`src/rtl/pb_tile_launch_ctrl.sv`:
```
// pb_tile_launch_ctrl: autonomous tile launch sequencer.
// Writes per-tile clock/reset/entry registers, then polls EOC.
module pb_tile_launch_ctrl #(
  parameter int unsigned          NumTiles   = 16,
  parameter int unsigned          AddrWidth  = 48,
  parameter logic [AddrWidth-1:0] TileBase   = 48'h0000_2000_0000,
  parameter logic [AddrWidth-1:0] TileStride = 48'h0000_0004_0000,
  parameter logic [AddrWidth-1:0] OffClkEn   = 48'h00,
  parameter logic [AddrWidth-1:0] OffRst     = 48'h04,
  parameter logic [AddrWidth-1:0] OffEntryLo = 48'h08,
  parameter logic [AddrWidth-1:0] OffEntryHi = 48'h0C,
  parameter logic [AddrWidth-1:0] EocAddr    = 48'h0000_0300_0008,
  parameter int unsigned          PollGap    = 64,
  parameter int unsigned          Timeout    = 0
) (
  input  logic                 clk_i,
  input  logic                 rst_ni,
  input  logic                 start_i,
  input  logic [NumTiles-1:0]  tile_mask_i,
  input  logic [63:0]          entry_i,
  output logic                 busy_o,
  output logic                 done_o,
  output logic                 error_o,
  output logic [30:0]          exit_code_o,
  output logic                 req_valid_o,
  input  logic                 req_ready_i,
  output logic [AddrWidth-1:0] req_addr_o,
  output logic                 req_write_o,
  output logic [31:0]          req_wdata_o,
  input  logic                 rsp_valid_i,
  input  logic [31:0]          rsp_rdata_i,
  input  logic                 rsp_error_i
);

  localparam int unsigned IdxW =
    (NumTiles > 1) ? $clog2(NumTiles) : 1;

  typedef enum logic [3:0] {
    IDLE, CLKEN, RSTREL, ENTLO, ENTHI,
    NEXT, POLL, GAP, DONE
  } state_e;

  state_e               state_q, state_d;
  logic                 pend_q, pend_d;
  logic [NumTiles-1:0]  rem_q, rem_d;
  logic [IdxW-1:0]      idx_q, idx_d;
  logic [63:0]          entry_q, entry_d;
  logic [30:0]          exit_q, exit_d;
  logic                 err_q, err_d;
  logic [31:0]          poll_q, poll_d;
  logic [31:0]          gap_q, gap_d;
  logic [31:0]          poll_inc;
  logic [AddrWidth-1:0] base;
  logic                 bus_st;

  function automatic logic [IdxW-1:0] low_idx(
    input logic [NumTiles-1:0] m
  );
    low_idx = '0;
    for (int i = NumTiles - 1; i >= 0; i--)
      if (m[i]) low_idx = IdxW'(i);
  endfunction

  assign base = TileBase
              + AddrWidth'(idx_q) * TileStride;
  assign bus_st = state_q inside
    {CLKEN, RSTREL, ENTLO, ENTHI, POLL};
  assign poll_inc = (poll_q == '1) ? poll_q
                                   : poll_q + 32'd1;

  assign busy_o      = state_q != IDLE;
  assign done_o      = state_q == DONE;
  assign error_o     = done_o & err_q;
  assign exit_code_o = exit_q;
  // pend_q marks the single outstanding transaction
  assign req_valid_o = bus_st & ~pend_q;
  assign req_write_o = req_valid_o
                     & (state_q != POLL);

  always_comb begin
    req_addr_o  = '0;
    req_wdata_o = '0;
    if (req_valid_o) begin
      unique case (state_q)
        CLKEN: begin
          req_addr_o  = base + OffClkEn;
          req_wdata_o = 32'd1;
        end
        RSTREL: req_addr_o = base + OffRst;
        ENTLO: begin
          req_addr_o  = base + OffEntryLo;
          req_wdata_o = entry_q[31:0];
        end
        ENTHI: begin
          req_addr_o  = base + OffEntryHi;
          req_wdata_o = entry_q[63:32];
        end
        POLL: req_addr_o = EocAddr;
        default: ;
      endcase
    end
  end

  always_comb begin
    state_d = state_q;
    pend_d  = pend_q;
    rem_d   = rem_q;
    idx_d   = idx_q;
    entry_d = entry_q;
    exit_d  = exit_q;
    err_d   = err_q;
    poll_d  = poll_q;
    gap_d   = gap_q;
    if (req_valid_o && req_ready_i) pend_d = 1'b1;
    unique case (state_q)
      IDLE: begin
        if (start_i) begin
          // rem holds the mask with the current tile removed
          rem_d   = tile_mask_i
                  & (tile_mask_i - NumTiles'(1));
          idx_d   = low_idx(tile_mask_i);
          entry_d = entry_i;
          exit_d  = '0;
          err_d   = 1'b0;
          poll_d  = '0;
          gap_d   = '0;
          state_d = (tile_mask_i == '0) ? POLL
                                        : CLKEN;
        end
      end
      NEXT: begin
        if (rem_q == '0) begin
          state_d = POLL;
        end else begin
          idx_d   = low_idx(rem_q);
          rem_d   = rem_q & (rem_q - NumTiles'(1));
          state_d = CLKEN;
        end
      end
      GAP: begin
        if (gap_q == 32'(PollGap - 1)) begin
          gap_d   = '0;
          state_d = POLL;
        end else begin
          gap_d = gap_q + 32'd1;
        end
      end
      DONE: state_d = IDLE;
      default: ;
    endcase
    if (pend_q && rsp_valid_i) begin
      pend_d = 1'b0;
      if (rsp_error_i) begin
        err_d   = 1'b1;
        exit_d  = '0;
        state_d = DONE;
      end else begin
        unique case (state_q)
          CLKEN:  state_d = RSTREL;
          RSTREL: state_d = ENTLO;
          ENTLO:  state_d = ENTHI;
          ENTHI:  state_d = NEXT;
          POLL: begin
            if (rsp_rdata_i[0]) begin
              exit_d  = rsp_rdata_i[31:1];
              state_d = DONE;
            end else begin
              poll_d  = poll_inc;
              state_d = GAP;
              if (Timeout != 0 &&
                  poll_inc == 32'(Timeout)) begin
                err_d   = 1'b1;
                state_d = DONE;
              end
            end
          end
          default: ;
        endcase
      end
    end
  end

  always_ff @(posedge clk_i or negedge rst_ni) begin
    if (!rst_ni) begin
      state_q <= IDLE;
      pend_q  <= 1'b0;
      rem_q   <= '0;
      idx_q   <= '0;
      entry_q <= '0;
      exit_q  <= '0;
      err_q   <= 1'b0;
      poll_q  <= '0;
      gap_q   <= '0;
    end else begin
      state_q <= state_d;
      pend_q  <= pend_d;
      rem_q   <= rem_d;
      idx_q   <= idx_d;
      entry_q <= entry_d;
      exit_q  <= exit_d;
      err_q   <= err_d;
      poll_q  <= poll_d;
      gap_q   <= gap_d;
    end
  end

endmodule

```
`config.mk`:
```
export PLATFORM = sky130hd
export DESIGN_NAME = pb_tile_launch_ctrl
export DESIGN_NICKNAME = d
export VERILOG_FILES = /design/src/rtl/pb_tile_launch_ctrl.sv
export SDC_FILE = /design/constraint.sdc
export NUM_CORES = 1
export LEC_CHECK = 0
export BUFFER_PORTS_ARGS = -buffer_cell sky130_fd_sc_hd__buf_2
export CORE_MARGIN = 10
export CORE_UTILIZATION = 41
export CTS_CLUSTER_SIZE = 10
export DETAILED_ROUTE_END_ITERATION = 10
export PLACE_DENSITY = 0.66
export SYNTH_ARGS = -nofsm -noshare
export SYNTH_HDL_FRONTEND = slang
export SYNTH_SLANG_ARGS = --single-unit
```
`constraint.sdc`:
```
create_clock -name clk_i -period 2.8 [get_ports clk_i]
set_clock_uncertainty 0.15 [all_clocks]
set_input_delay 0.7 -clock clk_i [delete_from_list [all_inputs] [get_ports clk_i]]
set_output_delay 0.7 -clock clk_i [all_outputs]
set_load 0.005 [all_outputs]
```
==> impl_metrics.env, run 1 <==
export IMPL_setup_tns_ps=0
export IMPL_p_leak_nw=4.92
export IMPL_cp_arrival_ps=1950
export IMPL_max_cap_violations=0
export IMPL_end_kind="primary output"
export IMPL_seqPwrFrac=0.383
export IMPL_synthArstFlopShare=1.00
export IMPL_grt_pass1_vias=7239
export IMPL_yosys_top_cells_area="dfrtp_1 (48%), nand2_1 (11%), buf_4 (3.9%)"
export IMPL_power_density_nw_per_um2=914
export IMPL_dpl_hpwl_mm=16.8
export IMPL_ys_ff_latch=152
export IMPL_grt_first_pass_wirelength_mm=37.7
export IMPL_initial_core_util=0.414
export IMPL_worst_ir_drop_vdd_mv=0.520
export IMPL_worstSetupStartpointType="flip-flop"
export IMPL_core_um2=19300
export IMPL_place_ws_ps=250
export IMPL_ios=234
export IMPL_area_delta_synth_final_pct=24.7
export IMPL_combPwrFrac=0.378
export IMPL_fin_crit_sh=0.998
export IMPL_relSlewSlack=0.558
export IMPL_routed_wl_mm=23.6
export IMPL_drv_slew=0
export IMPL_htreeDepth=4
export IMPL_place_inst=1355
export IMPL_grt_start_max_net_pins=80
export IMPL_final_core_util=0.517
export IMPL_clkTransAtPathRegs_ps=70
export IMPL_synth_edf_count=0
export IMPL_die_w_um=160
export IMPL_drc=0
export IMPL_grt_overflow=0
export IMPL_first_iter_violations=589
export IMPL_status="finished, final reports clean"
export IMPL_clock_latency_ps=420
export IMPL_worst_setup_path_type="reg2out"
export IMPL_swShare=0.397
export IMPL_min_path_type="in2async"
export IMPL_synth_largest_area_cell="dfrtp_1"
export IMPL_hold_violations=0
export IMPL_synth_top_cell_area_share=0.475
export IMPL_finalCriticalPeriod_ps=2800
export IMPL_post_drt_wl_per_cell_um=16.8
export IMPL_portBuffers=194
export IMPL_critPathSlowestCell="dfrtp_2"
export IMPL_netlist_area_um2=8010
export IMPL_clockBufferDepth=2
export IMPL_fin_nets=1238
export IMPL_cp_max_fo=15
export IMPL_synth_cell_types=62
export IMPL_power_switching_mw=3.62
export IMPL_via_per_inst=5.28
export IMPL_antenna_found_initial=6
export IMPL_cts_buffers=17
export IMPL_gp_congestion=0.873
export IMPL_cts_sinks=152
export IMPL_worst_pin_slew_ps=646
export IMPL_max_freq_mhz=358
export IMPL_synthFlopType="dfrtp_1"
export IMPL_final_cells=1403
export IMPL_post_route_worst_setup_slack_ps=4.31
export IMPL_cts_tree="built"
export IMPL_clkPwrFrac=0.239
export IMPL_antenna_left=0
export IMPL_die_h_um=160
export IMPL_p_int_mw=5.51
export IMPL_vias=7405
export IMPL_slowest_delay_ps=480
export IMPL_crit_path_cell_trace="nor2b_4, a21oi_2, or3_4, clkbuf_16, nor2_1, buf_2"
export IMPL_row_count=51
export IMPL_drive_above_1_share=0.266
export IMPL_syn_inst=933
export IMPL_track_usage=0.177
export IMPL_root_buffer="clkbuf_16"
export IMPL_first_pass_iters=5
export IMPL_synth_avg_cell_area_um2=8.58
export IMPL_seq_area_frac_synth=0.475
export IMPL_setup_viol=0
export IMPL_die_area_um2=25500
export IMPL_cp_data_required_time_ps=1950
export IMPL_yosys_warnings=0
export IMPL_rsz0062_at_grt="true"
==> per-layer routing <==
layer  up-vias  track usage  share of wire
met2       275        0.274           0.47
met3        37       0.0530          0.070
met1      3492        0.227           0.43
met4         0       0.0682          0.027
met5         -            0              0
li1       3601            -              -
==> per-stage QoR <==
| step | power [mW] | cell area (um2) | hold slack [ps] |
|---|---|---|---|
| after global routing | 9.79 | 9980 | 83.2 |
| after detailed placement | 6.52 | 9180 | 314 |
| final | 9.13 | 9990 | 58.4 |
| after floorplan | 5.41 | 8150 | 254 |
| after CTS | 8.80 | 9780 | 66.8 |
| after global placement | 6.47 | 9180 | 309 |
==> cells in the mapped netlist, types with 7 or more instances <==
cell type / count
a21oi_1: 28
a22o_1: 23
a22oi_1: 33
a31oi_1: 9
a32oi_1: 9
and2_1: 8
and3_1: 14
buf_2: 12
buf_4: 42
clkbuf_1: 42
dfrtp_1: 152
inv_1: 9
nand2_1: 235
nand2b_1: 8
nand3_1: 34
nand4_1: 7
nor2_1: 79
nor2b_1: 7
nor3_1: 12
nor4_1: 11
o21ai_0: 29
o21ai_1: 36
o31ai_1: 23
==> state kept, by name, indices dropped and copies added, names as in the netlist <==
| register | count |
|---|---|
| idx_q | 4 |
| rem_q | 15 |
| state_q | 4 |
| err_q | 1 |
| entry_q | 64 |
| gap_q | 32 |
| exit_code_o | 31 |
| pend_q | 1 |
==> power by group through the flow <==
stage               Sequential [mW]  Combinational (mW)  Clock [mW]
floorplan                      3.31                2.10           0
global placement               3.54                2.93           0
detailed placement             3.51                3.01           0
CTS                            3.49                3.08        2.23
global route                   3.59                3.87        2.33
finish                         3.50                3.45        2.18
==> worst max-delay path, delay by kind of cell, from the launching register on <==
family / cells / cell delay, ps
DFF: 1 / 480
and+or+nand+nor: 3 / 680
AOI/OAI and AO/OA: 1 / 40
buffers and inverters: 2 / 320
==> final timing paths <==
kind                                    to  slack, ps   startpoint  cells after the start
max                        req_wdata_o[30]          4   state_q[2]                      6
min                        exit_code_o[22]         60       rst_ni                      1
max reg2reg                      gap_q[17]        500   state_q[0]                      8
min reg2reg                     entry_q[0]        330   entry_q[0]                      2
max in group asynchronous      entry_q[59]       1750       rst_ni                      2
min in group clk_i             entry_q[49]        310  entry_i[49]                      3
==> cell type report <==
type,count,area (um2)
Fill cell,1868,9350
Multi-Input combinational cell,709,3840
Sequential cell,152,3810
Timing Repair Buffer,230,1400
Clock buffer,18,429
Tap cell,265,332
Clock inverter,14,128
Inverter,9,33.8
Antenna cell,6,15.0
==> what timing repair did <==
action	CTS	global route
endpoints found under the setup margin	37	38
cloned	0	2
resized for setup	7	32
buffers inserted	3	5
hold buffers	0	0
==> cell usage in the layout (no fill, tap or decap), types with 7 or more instances in the layout <==
cell	netlist	layout
a21oi_1	28	27
a22o_1	23	23
a22oi_1	33	32
a31oi_1	9	9
a32oi_1	9	9
and2_1	8	8
and3_1	14	13
buf_12	0	9
buf_2	12	193
buf_4	42	24
clkbuf_16	0	19
conb_1	1	39
dfrtp_1	152	150
inv_1	9	9
nand2_1	235	235
nand2b_1	8	8
nand3_1	34	33
nand4_1	7	7
nor2_1	79	63
nor2_2	0	15
nor3_1	12	11
nor4_1	11	11
o21ai_0	29	28
o21ai_1	36	36
o31ai_1	23	23
==> cell families (layout without fill, tap and decap cells) <==
logic type / after synthesis / in the layout / share of synthesized area
xor gates and xnor gates: 1 / 1 / 0.00109
buffers and inverters: 110 / 271 / 0.0766
adders and majority gates: 1 / 1 / 0.00156
and+or+nand+nor: 440 / 440 / 0.251
AOI/OAI and AO/OA: 227 / 227 / 0.193
DFF: 152 / 152 / 0.475
muxes: 1 / 1 / 0.00125
other: 1 / 45 / 0.000468
(Power assumes the default switching activity.)
==> run 2, diff against run 1 <==
Settings changed: CORE_ASPECT_RATIO from default to 2, CTS_BUF_LIST from default to sky130_fd_sc_hd__clkbuf_2.
==> impl_metrics.env, run 2 (same netlist as run 1, synthesis figures left out) <==
export IMPL_ios=234
export IMPL_cts_buffers=17
export IMPL_final_common_cell="nand2_1"
export IMPL_holdPathEnd="exit_code_o[14]"
export IMPL_violations="negative setup slack"
export IMPL_vias=8099
export IMPL_grt_first_pass_wirelength_mm=42.8
export IMPL_gp_congestion=0.911
export IMPL_initial_core_util=0.415
export IMPL_max_cap_violations=0
export IMPL_largest_reg_flops=64
export IMPL_first_iter_violations=538
export IMPL_fill_cells=1743
export IMPL_antenna_left=0
export IMPL_hold_depth=3
export IMPL_die_h_um=218
export IMPL_status="finished, violations left"
export IMPL_hold_violations=0
export IMPL_worstSetupStartpointType="flip-flop"
export IMPL_first_pass_iters=8
export IMPL_layout_common_cells="nand2_1 (233), buf_2 (192), dfrtp_1 (148), dlygate4sd3_1 (91), nor2_1 (73)"
export IMPL_clkTransAtPathRegs_ps=250
export IMPL_grt_start_max_net_pins=77
export IMPL_portBuffers=194
export IMPL_area_delta_synth_final_pct=33.8
export IMPL_worst_pin_slew_ps=606
export IMPL_top_layer="met4"
export IMPL_worst_ir_drop_vdd_mv=0.514
export IMPL_drc=0
export IMPL_row_count=72
export IMPL_max_freq_mhz=322
export IMPL_largest_register="entry_q"
export IMPL_critPathSlowestCell="dfrtp_2"
export IMPL_cts_tree="built"
export IMPL_fin_crit_sh=1.11
export IMPL_reg2reg_slack_ps=330
export IMPL_cts_sinks=152
export IMPL_route_met2_wl_mm=14.1
export IMPL_timing_critical_path_buf_inv=2
export IMPL_drv_slew=0
export IMPL_relSlewSlack=0.595
export IMPL_cp_data_required_time_ps=1950
export IMPL_rsz0062_at_grt="true"
export IMPL_cp_max_fo=31
export IMPL_core_um2=19300
export IMPL_post_drt_wl_per_cell_um=18.0
export IMPL_total_power_mw=8.55
export IMPL_p_leak_nw=5.26
export IMPL_routed_wl_mm=26.9
export IMPL_r2r_end="rem_q[7]"
export IMPL_r2r_start="state_q[2]"
export IMPL_die_area_um2=25900
export IMPL_grt_pass1_vias=8462
export IMPL_antenna_found_initial=2
export IMPL_power_density_nw_per_um2=798
export IMPL_clockBufferDepth=2
export IMPL_setup_viol=44
export IMPL_worst_setup_path_type="reg2out"
export IMPL_wl_met3_mm=1.58
export IMPL_dpl_hpwl_mm=18.8
export IMPL_drive_above_1_share=0.255
export IMPL_crit_family="simple AND/OR/NAND/NOR gates"
export IMPL_root_buffer="clkbuf_2"
export IMPL_wl_met1_mm=9.73
export IMPL_track_usage=0.202
export IMPL_finalCriticalPeriod_ps=3110
export IMPL_htreeDepth=4
export IMPL_end_kind="primary output"
export IMPL_grt_overflow=0
export IMPL_worstSetupPathDepth=6
export IMPL_clock_latency_ps=720
export IMPL_ff2ff_path_depth=10
export IMPL_fin_nets=1339
export IMPL_post_route_worst_setup_slack_ps=-308
export IMPL_holdCritStartpoint="rsp_rdata_i[15]"
export IMPL_die_w_um=119
export IMPL_via_per_inst=5.42
export IMPL_slowest_delay_ps=480
export IMPL_hold_ws_ps=104
export IMPL_min_path_type="in2reg"
export IMPL_cp_arrival_ps=2260
export IMPL_crit_path_cell_trace="nor2b_4, a21oi_1, or3_4, buf_12, nor2_2, buf_2"
==> run 2: tightest hold or removal path: stages <==
cell and delay, ps:
buf_2 80, a32oi_1 50, o21ai_1 110
==> run 2: final cells by class <==
| type | count | area, um2 | share of cell area |
|---|---|---|---|
| antenna | 3 | 7.51 | 0.000701 |
| clock buffer | 20 | 100 | 0.00934 |
| clock inverter | 12 | 143 | 0.0133 |
| inverter | 9 | 33.8 | 0.00315 |
| multi-input combinational | 709 | 3920 | 0.365 |
| sequential | 152 | 3810 | 0.355 |
| tap | 259 | 324 | 0.0302 |
| timing repair buffer | 331 | 2380 | 0.223 |
==> run 2: what timing repair did <==
item                       in CTS  in global routing
hold endpoints to repair      142                  0
gates cloned                    1                  0
setup endpoints to repair      46                 46
pin swaps                       2                  5
hold buffers                   91                  0
gates resized for setup        29                 26
buffers inserted                8                 11
==> run 2: per-stage QoR <==
stage                     instances  area, um2  worst slack [ps]  setup TNS (ps)  utilization
after floorplan                 971       8150               447               0            -
after global routing           1494      10700              -446          -16710        0.556
after CTS                      1482      10500              -307          -11340        0.545
after global placement         1350       9180               258               0        0.476
after detailed placement       1350       9180               290               0        0.476
final                          1495      10700              -308          -10200        0.556
==> run 2: report_power, final <==
group | switching [mW] | internal (mW)
Clock | 0.825 | 0.435
Sequential | 0.642 | 2.89
Combinational | 2.11 | 1.65
==> run 2: metal layers <==
metal  global-route usage  up-vias
li1                     -     3799
met1                0.208     3898
met2                0.362      308
met3               0.0461       94
met4                0.123        0
met5                    0        -
==> run 2: worst max-delay path by stage <==
stage,startpoint,end
CTS,state_q[0],req_wdata_o[19]
finish,state_q[0],req_wdata_o[29]
floorplan,state_q[0],req_wdata_o[10]
detailed placement,state_q[0],req_wdata_o[19]
global route,state_q[0],req_wdata_o[29]
global placement,state_q[1],req_valid_o
